### src/rtl/instruction_fetch_unit_if.sv
// Bus bundle between the fetch unit, the instruction memory and decode.
// The master side is the fetch unit. The slave side is its environment:
// the memory, decode and redirect source.
interface instruction_fetch_unit_if;
  // Instruction memory read port
  logic [31:0] imem_addr_out;
  logic [31:0] imem_data_in;

  // Control from decode and the branch unit
  logic        stall_in;
  logic        redirect_valid_in;
  logic [31:0] redirect_pc_in;

  // Instruction/PC pair delivered to decode
  logic [31:0] instr_out;
  logic [31:0] pc_out;
  logic        instr_valid_out;

  modport master (
    output imem_addr_out,
    input  imem_data_in,
    input  stall_in,
    input  redirect_valid_in,
    input  redirect_pc_in,
    output instr_out,
    output pc_out,
    output instr_valid_out
  );

  modport slave (
    input  imem_addr_out,
    output imem_data_in,
    output stall_in,
    output redirect_valid_in,
    output redirect_pc_in,
    input  instr_out,
    input  pc_out,
    input  instr_valid_out
  );
endinterface

### src/rtl/instruction_fetch_unit.sv
// Fetch stage in front of a synchronous-read instruction memory.
// One address is issued per cycle. The response arrives the cycle after issue
// and is paired with its PC. A one-entry hold buffer keeps a stalled item
// stable while decode is not ready. A redirect flushes both the in-flight
// response and the hold buffer, and it issues the target in the same edge.
module instruction_fetch_unit #(
  parameter logic [31:0] RESET_PC = 32'h0000_0000
) (
  input  logic                       clk,
  input  logic                       rst_n,
  instruction_fetch_unit_if.master   bus
);

  // Architectural state
  logic [31:0] fetch_pc_q,   fetch_pc_d;
  logic        resp_valid_q, resp_valid_d;
  logic [31:0] resp_pc_q,    resp_pc_d;
  logic        hold_valid_q, hold_valid_d;
  logic [31:0] hold_instr_q, hold_instr_d;
  logic [31:0] hold_pc_q,    hold_pc_d;

  // Combinational helpers
  logic [31:0] redirect_tgt;
  logic [31:0] issue_addr;
  logic        issue;

  // Pick the address presented to memory this cycle. A redirect overrides the
  // sequential PC so that the target read starts at this very edge.
  always_comb begin
    redirect_tgt = bus.redirect_pc_in & 32'hFFFF_FFFC;
    issue_addr   = bus.redirect_valid_in ? redirect_tgt : fetch_pc_q;
    // A stall freezes the front end unless a redirect forces a new stream
    issue        = bus.redirect_valid_in | ~bus.stall_in;
  end

  // While reset is held, drive the reset address. This keeps memory and decode
  // clean even before the first reset edge has cleared the flops.
  assign bus.imem_addr_out = rst_n ? issue_addr : RESET_PC;

  // The hold buffer takes precedence because it carries the older item. The
  // live memory response is only shown when nothing is parked.
  assign bus.instr_out       = hold_valid_q ? hold_instr_q : bus.imem_data_in;
  assign bus.pc_out          = hold_valid_q ? hold_pc_q    : resp_pc_q;
  assign bus.instr_valid_out = rst_n & (hold_valid_q | resp_valid_q) &
                               ~bus.redirect_valid_in;

  // Next-state computation for issue tracking and the hold buffer
  always_comb begin
    fetch_pc_d   = fetch_pc_q;
    resp_valid_d = 1'b0;
    resp_pc_d    = resp_pc_q;
    hold_valid_d = hold_valid_q;
    hold_instr_d = hold_instr_q;
    hold_pc_d    = hold_pc_q;

    if (issue) begin
      resp_valid_d = 1'b1;
      resp_pc_d    = issue_addr;
      // 32-bit wrap is intentional: 0xFFFF_FFFC is followed by 0x0000_0000
      fetch_pc_d   = issue_addr + 32'd4;
    end

    if (bus.redirect_valid_in) begin
      // Anything older than the target belongs to the wrong path
      hold_valid_d = 1'b0;
    end else if (bus.stall_in) begin
      // Park the response before it disappears. The memory output is not held
      // because the next edge may read another address.
      if (resp_valid_q && !hold_valid_q) begin
        hold_valid_d = 1'b1;
        hold_instr_d = bus.imem_data_in;
        hold_pc_d    = resp_pc_q;
      end
    end else begin
      // Decode consumes whatever is presented, so the buffer is free again
      hold_valid_d = 1'b0;
    end
  end

  // State register with synchronous active-low reset
  always_ff @(posedge clk) begin
    if (!rst_n) begin
      fetch_pc_q   <= RESET_PC;
      resp_valid_q <= 1'b0;
      resp_pc_q    <= 32'h0;
      hold_valid_q <= 1'b0;
      hold_instr_q <= 32'h0;
      hold_pc_q    <= 32'h0;
    end else begin
      fetch_pc_q   <= fetch_pc_d;
      resp_valid_q <= resp_valid_d;
      resp_pc_q    <= resp_pc_d;
      hold_valid_q <= hold_valid_d;
      hold_instr_q <= hold_instr_d;
      hold_pc_q    <= hold_pc_d;
    end
  end

endmodule
### src/flat_wrapper.sv
// flat-port wrapper written by rule: the top's interface ports become plain ports
module instruction_fetch_unit_flat 
#(
  parameter logic [31:0] RESET_PC = 32'h0000_0000
)
  (clk, rst_n, bus_imem_addr_out, bus_imem_data_in, bus_stall_in, bus_redirect_valid_in, bus_redirect_pc_in, bus_instr_out, bus_pc_out, bus_instr_valid_out);
  instruction_fetch_unit_if bus_i ();
  input  logic clk;
  input  logic rst_n;
  output wire logic [$bits(bus_i.imem_addr_out)-1:0] bus_imem_addr_out;
  input wire logic [$bits(bus_i.imem_data_in)-1:0] bus_imem_data_in;
  input wire logic [$bits(bus_i.stall_in)-1:0] bus_stall_in;
  input wire logic [$bits(bus_i.redirect_valid_in)-1:0] bus_redirect_valid_in;
  input wire logic [$bits(bus_i.redirect_pc_in)-1:0] bus_redirect_pc_in;
  output wire logic [$bits(bus_i.instr_out)-1:0] bus_instr_out;
  output wire logic [$bits(bus_i.pc_out)-1:0] bus_pc_out;
  output wire logic [$bits(bus_i.instr_valid_out)-1:0] bus_instr_valid_out;
  assign bus_imem_addr_out = bus_i.imem_addr_out;
  assign bus_i.imem_data_in = bus_imem_data_in;
  assign bus_i.stall_in = bus_stall_in;
  assign bus_i.redirect_valid_in = bus_redirect_valid_in;
  assign bus_i.redirect_pc_in = bus_redirect_pc_in;
  assign bus_instr_out = bus_i.instr_out;
  assign bus_pc_out = bus_i.pc_out;
  assign bus_instr_valid_out = bus_i.instr_valid_out;
  instruction_fetch_unit #(.RESET_PC(RESET_PC)) u_core (.clk(clk), .rst_n(rst_n), .bus(bus_i));
endmodule
### config.mk
export PLATFORM = sky130hd
export DESIGN_NAME = instruction_fetch_unit_flat
export DESIGN_NICKNAME = d
export VERILOG_FILES = /design/src/rtl/instruction_fetch_unit_if.sv /design/src/rtl/instruction_fetch_unit.sv /design/src/flat_wrapper.sv
export SDC_FILE = /design/constraint.sdc
export NUM_CORES = 1
export LEC_CHECK = 0
export ABC_AREA = 1
export ABC_CLOCK_PERIOD_IN_PS = 1700
export CAP_MARGIN = 40
export CORE_MARGIN = 8
export CORE_UTILIZATION = 40
export DETAILED_ROUTE_END_ITERATION = 8
export GPL_ROUTABILITY_DRIVEN = 0
export GPL_TIMING_DRIVEN = 0
export PLACE_DENSITY_LB_ADDON = 0.15
export SYNTH_ARGS = -nofsm -noshare
export SYNTH_HDL_FRONTEND = slang
export SYNTH_SLANG_ARGS = --single-unit
### constraint.sdc
create_clock -name clk -period 1.7 [get_ports clk]
set_input_delay 0.255 -clock clk [delete_from_list [all_inputs] [get_ports clk]]
set_output_delay 0.255 -clock clk [all_outputs]
set_load 0.02 [all_outputs]
==> results of run 1 <==
## worst paths after layout
path	from	end	slack (ns)	cells after the start
max	u_core.hold_valid_q	bus_instr_out[17]	-0.07	6
min	bus_stall_in	u_core.hold_valid_q	0.24	2
max reg2reg	u_core.fetch_pc_q[2]	u_core.fetch_pc_q[30]	0.07	10
min reg2reg	u_core.resp_pc_q[26]	u_core.resp_pc_q[26]	0.48	2
## sequential cells by signal, summed over array words and instances (netlist names)
name,flops
u_core.hold_valid_q,1
u_core.resp_valid_q,1
u_core.hold_instr_q,32
u_core.resp_pc_q,32
u_core.hold_pc_q,32
u_core.fetch_pc_q,30
## cell usage after synthesis, types with 2 or more instances
cell	instances
a211oi_1	19
a21boi_0	3
a21oi_1	82
a22oi_1	2
a31oi_1	4
buf_1	6
buf_2	13
buf_6	3
clkbuf_1	39
dfxtp_1	128
inv_1	128
inv_2	3
nand2_1	242
nand2_2	20
nand3_1	30
nand4_1	3
nor2_1	121
nor2_2	9
nor2_4	6
nor3_1	4
o211ai_1	2
o21ai_0	147
or2_2	5
## routing by layer
| layer | vias to the layer above | part of all wire |
|---|---|---|
| met2 | 306 | 0.45 |
| met1 | 3302 | 0.45 |
| met4 | 0 | 0.022 |
| met3 | 41 | 0.080 |
| met5 | - | 0 |
| li1 | 3662 | - |
## cells by family (layout without fill, tap and decap cells)
family | after synthesis | after routing | synth area share
simple gates | 444 | 444 | 0.284
compound gates | 261 | 261 | 0.209
buf+inv | 194 | 401 | 0.118
flops | 128 | 128 | 0.387
fa+ha+maj | 1 | 1 | 0.00189
## report_power, final
| part | leakage [nW] | internal (mW) | switching, mW |
|---|---|---|---|
| combinational | 2.92 | 0.624 | 0.965 |
| clock | 0.316 | 2.68 | 1.39 |
| sequential | 1.05 | 3.18 | 0.0843 |
## per-stage QoR
stage               area [µm²]  total power [mW]
floorplan                 6630              4.15
global placement          8510              4.84
detailed placement        8510              4.85
CTS                       9300              8.88
global route              9500              9.25
finish                    9500              8.92
## critical path, delay by kind of cell (launching register included)
family                 cells  cell delay, ns
AOI/OAI and AO/OA          1            0.06
buffers and inverters      4            0.63
DFF                        1            0.36
and+or+nand+nor            1            0.05
## layout make-up
| class | count | area [µm²] |
|---|---|---|
| multi-input cells | 706 | 3470 |
| clock buffers | 19 | 453 |
| inverters | 131 | 498 |
| flip-flops and latches | 128 | 2570 |
| well taps | 220 | 275 |
| repair buffers | 176 | 1520 |
| fillers | 1639 | 6850 |
| plain buffers | 62 | 500 |
| clock inverters | 13 | 209 |
## repair_timing
action | in CTS | in global routing
resized for setup | 564 | 107
buffers inserted | 5 | 6
hold endpoints to repair | 0 | 0
setup endpoints to repair | 217 | 187
pin swaps | 3 | 11
gates cloned | 4 | 0
==> impl_metrics.csv, run 1 <==
group,metric,value,unit
drt,dr_total_vias,7311,
drt,viasPerCell,5.02,
grt,antenna_found_initial,0,
yosys,async_flop_share,0,
die,fp.coreArea,0.0163,mm²
yosys,ys.flop_type,"dfxtp_1",
critical_path,start_kind,"register",
min_path,hold_path_class,"primary input to register",
yosys,synth_area_leaders,"dfxtp_1 (39%), nand2_1 (14%), o21ai_0 (11%)",
timing,whs,0.241,ns
grt,grt_max_degree,17,
run_status,status,"finished, violations left",
clocking,ctsHoldBuffers,0,
yosys,yosysSeqAreaShare,0.387,
yosys,synth_nets,1097,
finish,final_common_cell,"nand2_1",
drt,wl_per_cell,16.0,µm
drt,antenna_left,0,
timing,worst_slack,-0.0678,ns
clocking,clock_path_buffers,2,
run_status,violations,"negative setup slack",
timing,finalHoldViolCount,0,
yosys,synth_edf_count,0,
timing,rsz0062_at_grt,"yes",
timing,slew_headroom,0.561,
grt,grt_first_pass_wirelength,36.7,mm
finish,final_cell_mix,"nand2_1 (224), inv_1 (126), dfxtp_1 (125)",
critical_path,cp_common_cell,"clkbuf_16",
finish,final_net_count,1291,
drt,drt_iter0_markers,518,
grt,use_met1,0.297,
yosys,synth_area,0.00661,mm²
power_and_ir_drop,p_leak,4.29,nW
yosys,ys_types,32,
clocking,cts_sinks,128,
timing,period_needed,1.77,ns
grt,grt_busiest_layer,"met2",
placed_design,hpwl,17.1,mm
placed_design,dp_slack,-0.861,ns
timing,setup-tns-final,-0.644,ns
timing,fmax,566,MHz
grt,use_met3,0.0452,
critical_path,critPathArrivalTime,1.51,ns
grt,use_met2,0.351,
critical_path,crit_slowest_cell,"dfxtp_4",
finish,drive_gt1_frac,0.223,
finish,fin_util,0.581,
drt,firstDrtPassIters,5,
yosys,synth.ff_latch_count,128,
drt,routed_wl,23.2,mm
yosys,synth_top_area_frac,0.387,
power_and_ir_drop,power_density,939,mW/mm²
finish,n_antenna_cell,0,
critical_path,worstPathMaxFanout,6,
critical_path,crit_required,1.44,ns
placed_design,port_buffers,161,
die,ios,165,
grt,grt_overflow,0,
drt,remaining_drc_errors,0,
power_and_ir_drop,irDropWorstVdd,763,µV
yosys,synthCells,1028,
yosys,yosysTopAreaCell,"dfxtp_1",
clocking,cts_tree,"done",
clocking,worstSkewPairLatency,0.42,ns
clocking,clkTransAtPathRegs,0.06,ns
yosys,ys_warn_count,0,
finish,area_growth,43.6,%
die,dieArea,0.0209,mm²
placed_design,dp.cells,1409,
timing,period_share,1.04,
die,die_width,145,µm
clocking,htreeDepth,4,
die,start_util,0.405,
die,rows,47,
finish,fin_cells,1455,
critical_path,crit_chain,"clkbuf_16, clkbuf_16, clkbuf_16, nand2_1, o21ai_1, buf_4",
timing,worst_pin_slew,0.659,ns
timing,worst_clock_skew,0.00738,ns
critical_path,worstSetupPathType,"register to output pin",
die,die_h,145,µm
clocking,cts-buffers-inserted,17,
critical_path,end_kind,"output pin",
grt,track_usage,0.225,
yosys,avgSynthCellArea,6.43,µm²
timing,finalSetupViolCount,22,
timing,maxSlewViolCount,0,
job,max_cap_viol_count,0,
clocking,cts_root_buf,"clkbuf_16",
grt,grt_pass1_vias,6932,
critical_path,critPathMaxStageDelay,0.36,ns
Power figures use the tool's default switching activity.
==> run 2, diff against run 1 <==
Settings changed: CORE_MARGIN 8 to 1.5, CTS_CLUSTER_DIAMETER from default to 60.
==> impl_metrics.csv, run 2 (synthesized netlist as in run 1, its figures left out) <==
group,metric,value,unit
critical_path,worstPathMaxFanout,6,
timing,period_share,1.04,
finish,fin_util,0.586,
min_path,hold_path_class,"primary input to register",
clocking,ctsHoldBuffers,0,
clocking,htreeDepth,4,
finish,final_cell_mix,"nand2_1 (220), inv_1 (126), dfxtp_1 (126)",
grt,track_usage,0.255,
power_and_ir_drop,seqPwrFrac,0.388,
critical_path,worstSetupPathType,"register to output pin",
power_and_ir_drop,irDropWorstVdd,773,µV
power_and_ir_drop,power_switching_share,0.281,
timing,rsz0062_at_grt,"yes",
drt,firstDrtPassIters,5,
finish,fin_cells,1450,
critical_path,critPathMaxStageDelay,0.36,ns
critical_path,end_kind,"output pin",
timing,period_needed,1.78,ns
timing,setup-tns-final,-1.27,ns
critical_path,crit_required,1.44,ns
drt,remaining_drc_errors,0,
grt,grt_first_pass_wirelength,35.2,mm
run_status,status,"finished, violations left",
critical_path,crit_slowest_cell,"dfxtp_4",
die,die_h,132,µm
timing,finalHoldViolCount,0,
finish,final_common_cell,"nand2_1",
finish,n_antenna_cell,0,
timing,maxSlewViolCount,0,
drt,antenna_left,0,
finish,final_net_count,1292,
drt,dr_total_vias,7307,
drt,routed_wl,22.1,mm
run_status,violations,"negative setup slack",
timing,worst_slack,-0.0759,ns
timing,finalSetupViolCount,34,
critical_path,start_kind,"register",
drt,drt_iter0_markers,623,
grt,grt_overflow,0,
timing,slew_headroom,0.528,
grt,grt_pass1_vias,6773,
finish,reg.largest.list,"u_core.hold_instr_q x32, u_core.hold_pc_q x32, u_core.resp_pc_q x32",
clocking,cts_sinks,128,
clocking,clock_path_buffers,2,
finish,drive_gt1_frac,0.220,
power_and_ir_drop,p_int,6.04,mW
critical_path,cp_common_cell,"clkbuf_16",
critical_path,critPathArrivalTime,1.52,ns
placed_design,hpwl,15.9,mm
critical_path,crit_family,"buffers and inverters",
clocking,cts_tree,"done",
clocking,worstSkewPairLatency,0.43,ns
die,dieArea,0.0173,mm²
die,start_util,0.413,
critical_path,crit_chain,"clkbuf_16, clkbuf_16, clkbuf_16, nand2_2, o21ai_1, buf_4",
timing,worst_pin_slew,0.708,ns
power_and_ir_drop,power_density,897,mW/mm²
power_and_ir_drop,p_leak,4.21,nW
drt,wl_per_cell,15.3,µm
timing,whs,0.337,ns
placed_design,place_area,0.00851,mm²
finish,area_growth,41.8,%
grt,grt_max_degree,17,
die,die_width,132,µm
job,max_cap_viol_count,0,
drt,viasPerCell,5.04,
die,rows,46,
clocking,cts_root_buf,"clkbuf_16",
power_and_ir_drop,switchingPower,2.36,mW
clocking,cts-buffers-inserted,17,
placed_design,dp.cells,1405,
placed_design,dp_slack,-0.882,ns
timing,worst_clock_skew,0.00609,ns
die,ios,165,
placed_design,port_buffers,161,
grt,antenna_found_initial,0,
critical_path,cp.buffers_inverters,4,
power_and_ir_drop,clockPowerShare,0.424,
power_and_ir_drop,combPwrFrac,0.188,
finish,final_area,0.00938,mm²
clocking,clkTransAtPathRegs,0.05,ns
die,fp.coreArea,0.0160,mm²
power_and_ir_drop,p_total,8.41,mW
timing,fmax,563,MHz
run 2: changes by cell type in the layout (fill, tap and decap cells not counted), moves of 4 or more:
cell and change:
buf_4 -9, o21ai_1 -7, clkbuf_4 +6, nand2_2 +5, clkbuf_1 +4, nand2_1 -4
run 2: power groups by stage:
stage	registers (mW)	logic, mW	clock network, mW
after floorplan	3.29	0.854	0
after global placement	3.31	1.51	0
after detailed placement	3.31	1.52	0
after CTS	3.25	1.51	3.58
after global routing	3.28	1.72	3.71
final	3.26	1.58	3.57
run 2: area by class of cell:
cell class	instances	area, µm²
timing repair buffer	177	1510
clock inverter	6	82.6
buffer	62	489
fill	1615	6620
multi-input combinational	706	3480
tap	216	270
sequential	128	2570
clock buffer	24	482
inverter	131	498
run 2: worst min-delay path, stage by stage:
cell      delay (ns)
clkbuf_4        0.18
nand2_1         0.22
nor2_1          0.06
run 2: metal layers:
layer | global-route usage | share of wire | vias up
met3 | 0.0586 | 0.074 | 41
met1 | 0.337 | 0.45 | 3294
met5 | 0 | 0 | -
li1 | - | - | 3680
met4 | 0.0778 | 0.023 | 0
met2 | 0.412 | 0.45 | 292
run 2: final timing paths:
kind	startpoint	slack [ns]	cells past startpoint	to
setup reg to reg	u_core.fetch_pc_q[2]	0.06	10	u_core.fetch_pc_q[30]
hold reg to reg	u_core.hold_pc_q[4]	0.46	2	u_core.hold_pc_q[4]
setup / recovery	u_core.hold_valid_q	-0.08	6	bus_instr_out[18]
hold / removal	rst_n	0.34	3	u_core.resp_pc_q[1]
run 2: what timing repair did:
action | in CTS | in global routing
setup endpoints to repair | 216 | 175
gates resized for setup | 535 | 127
gates cloned | 4 | 0
pin swaps | 3 | 10
buffers inserted | 8 | 4
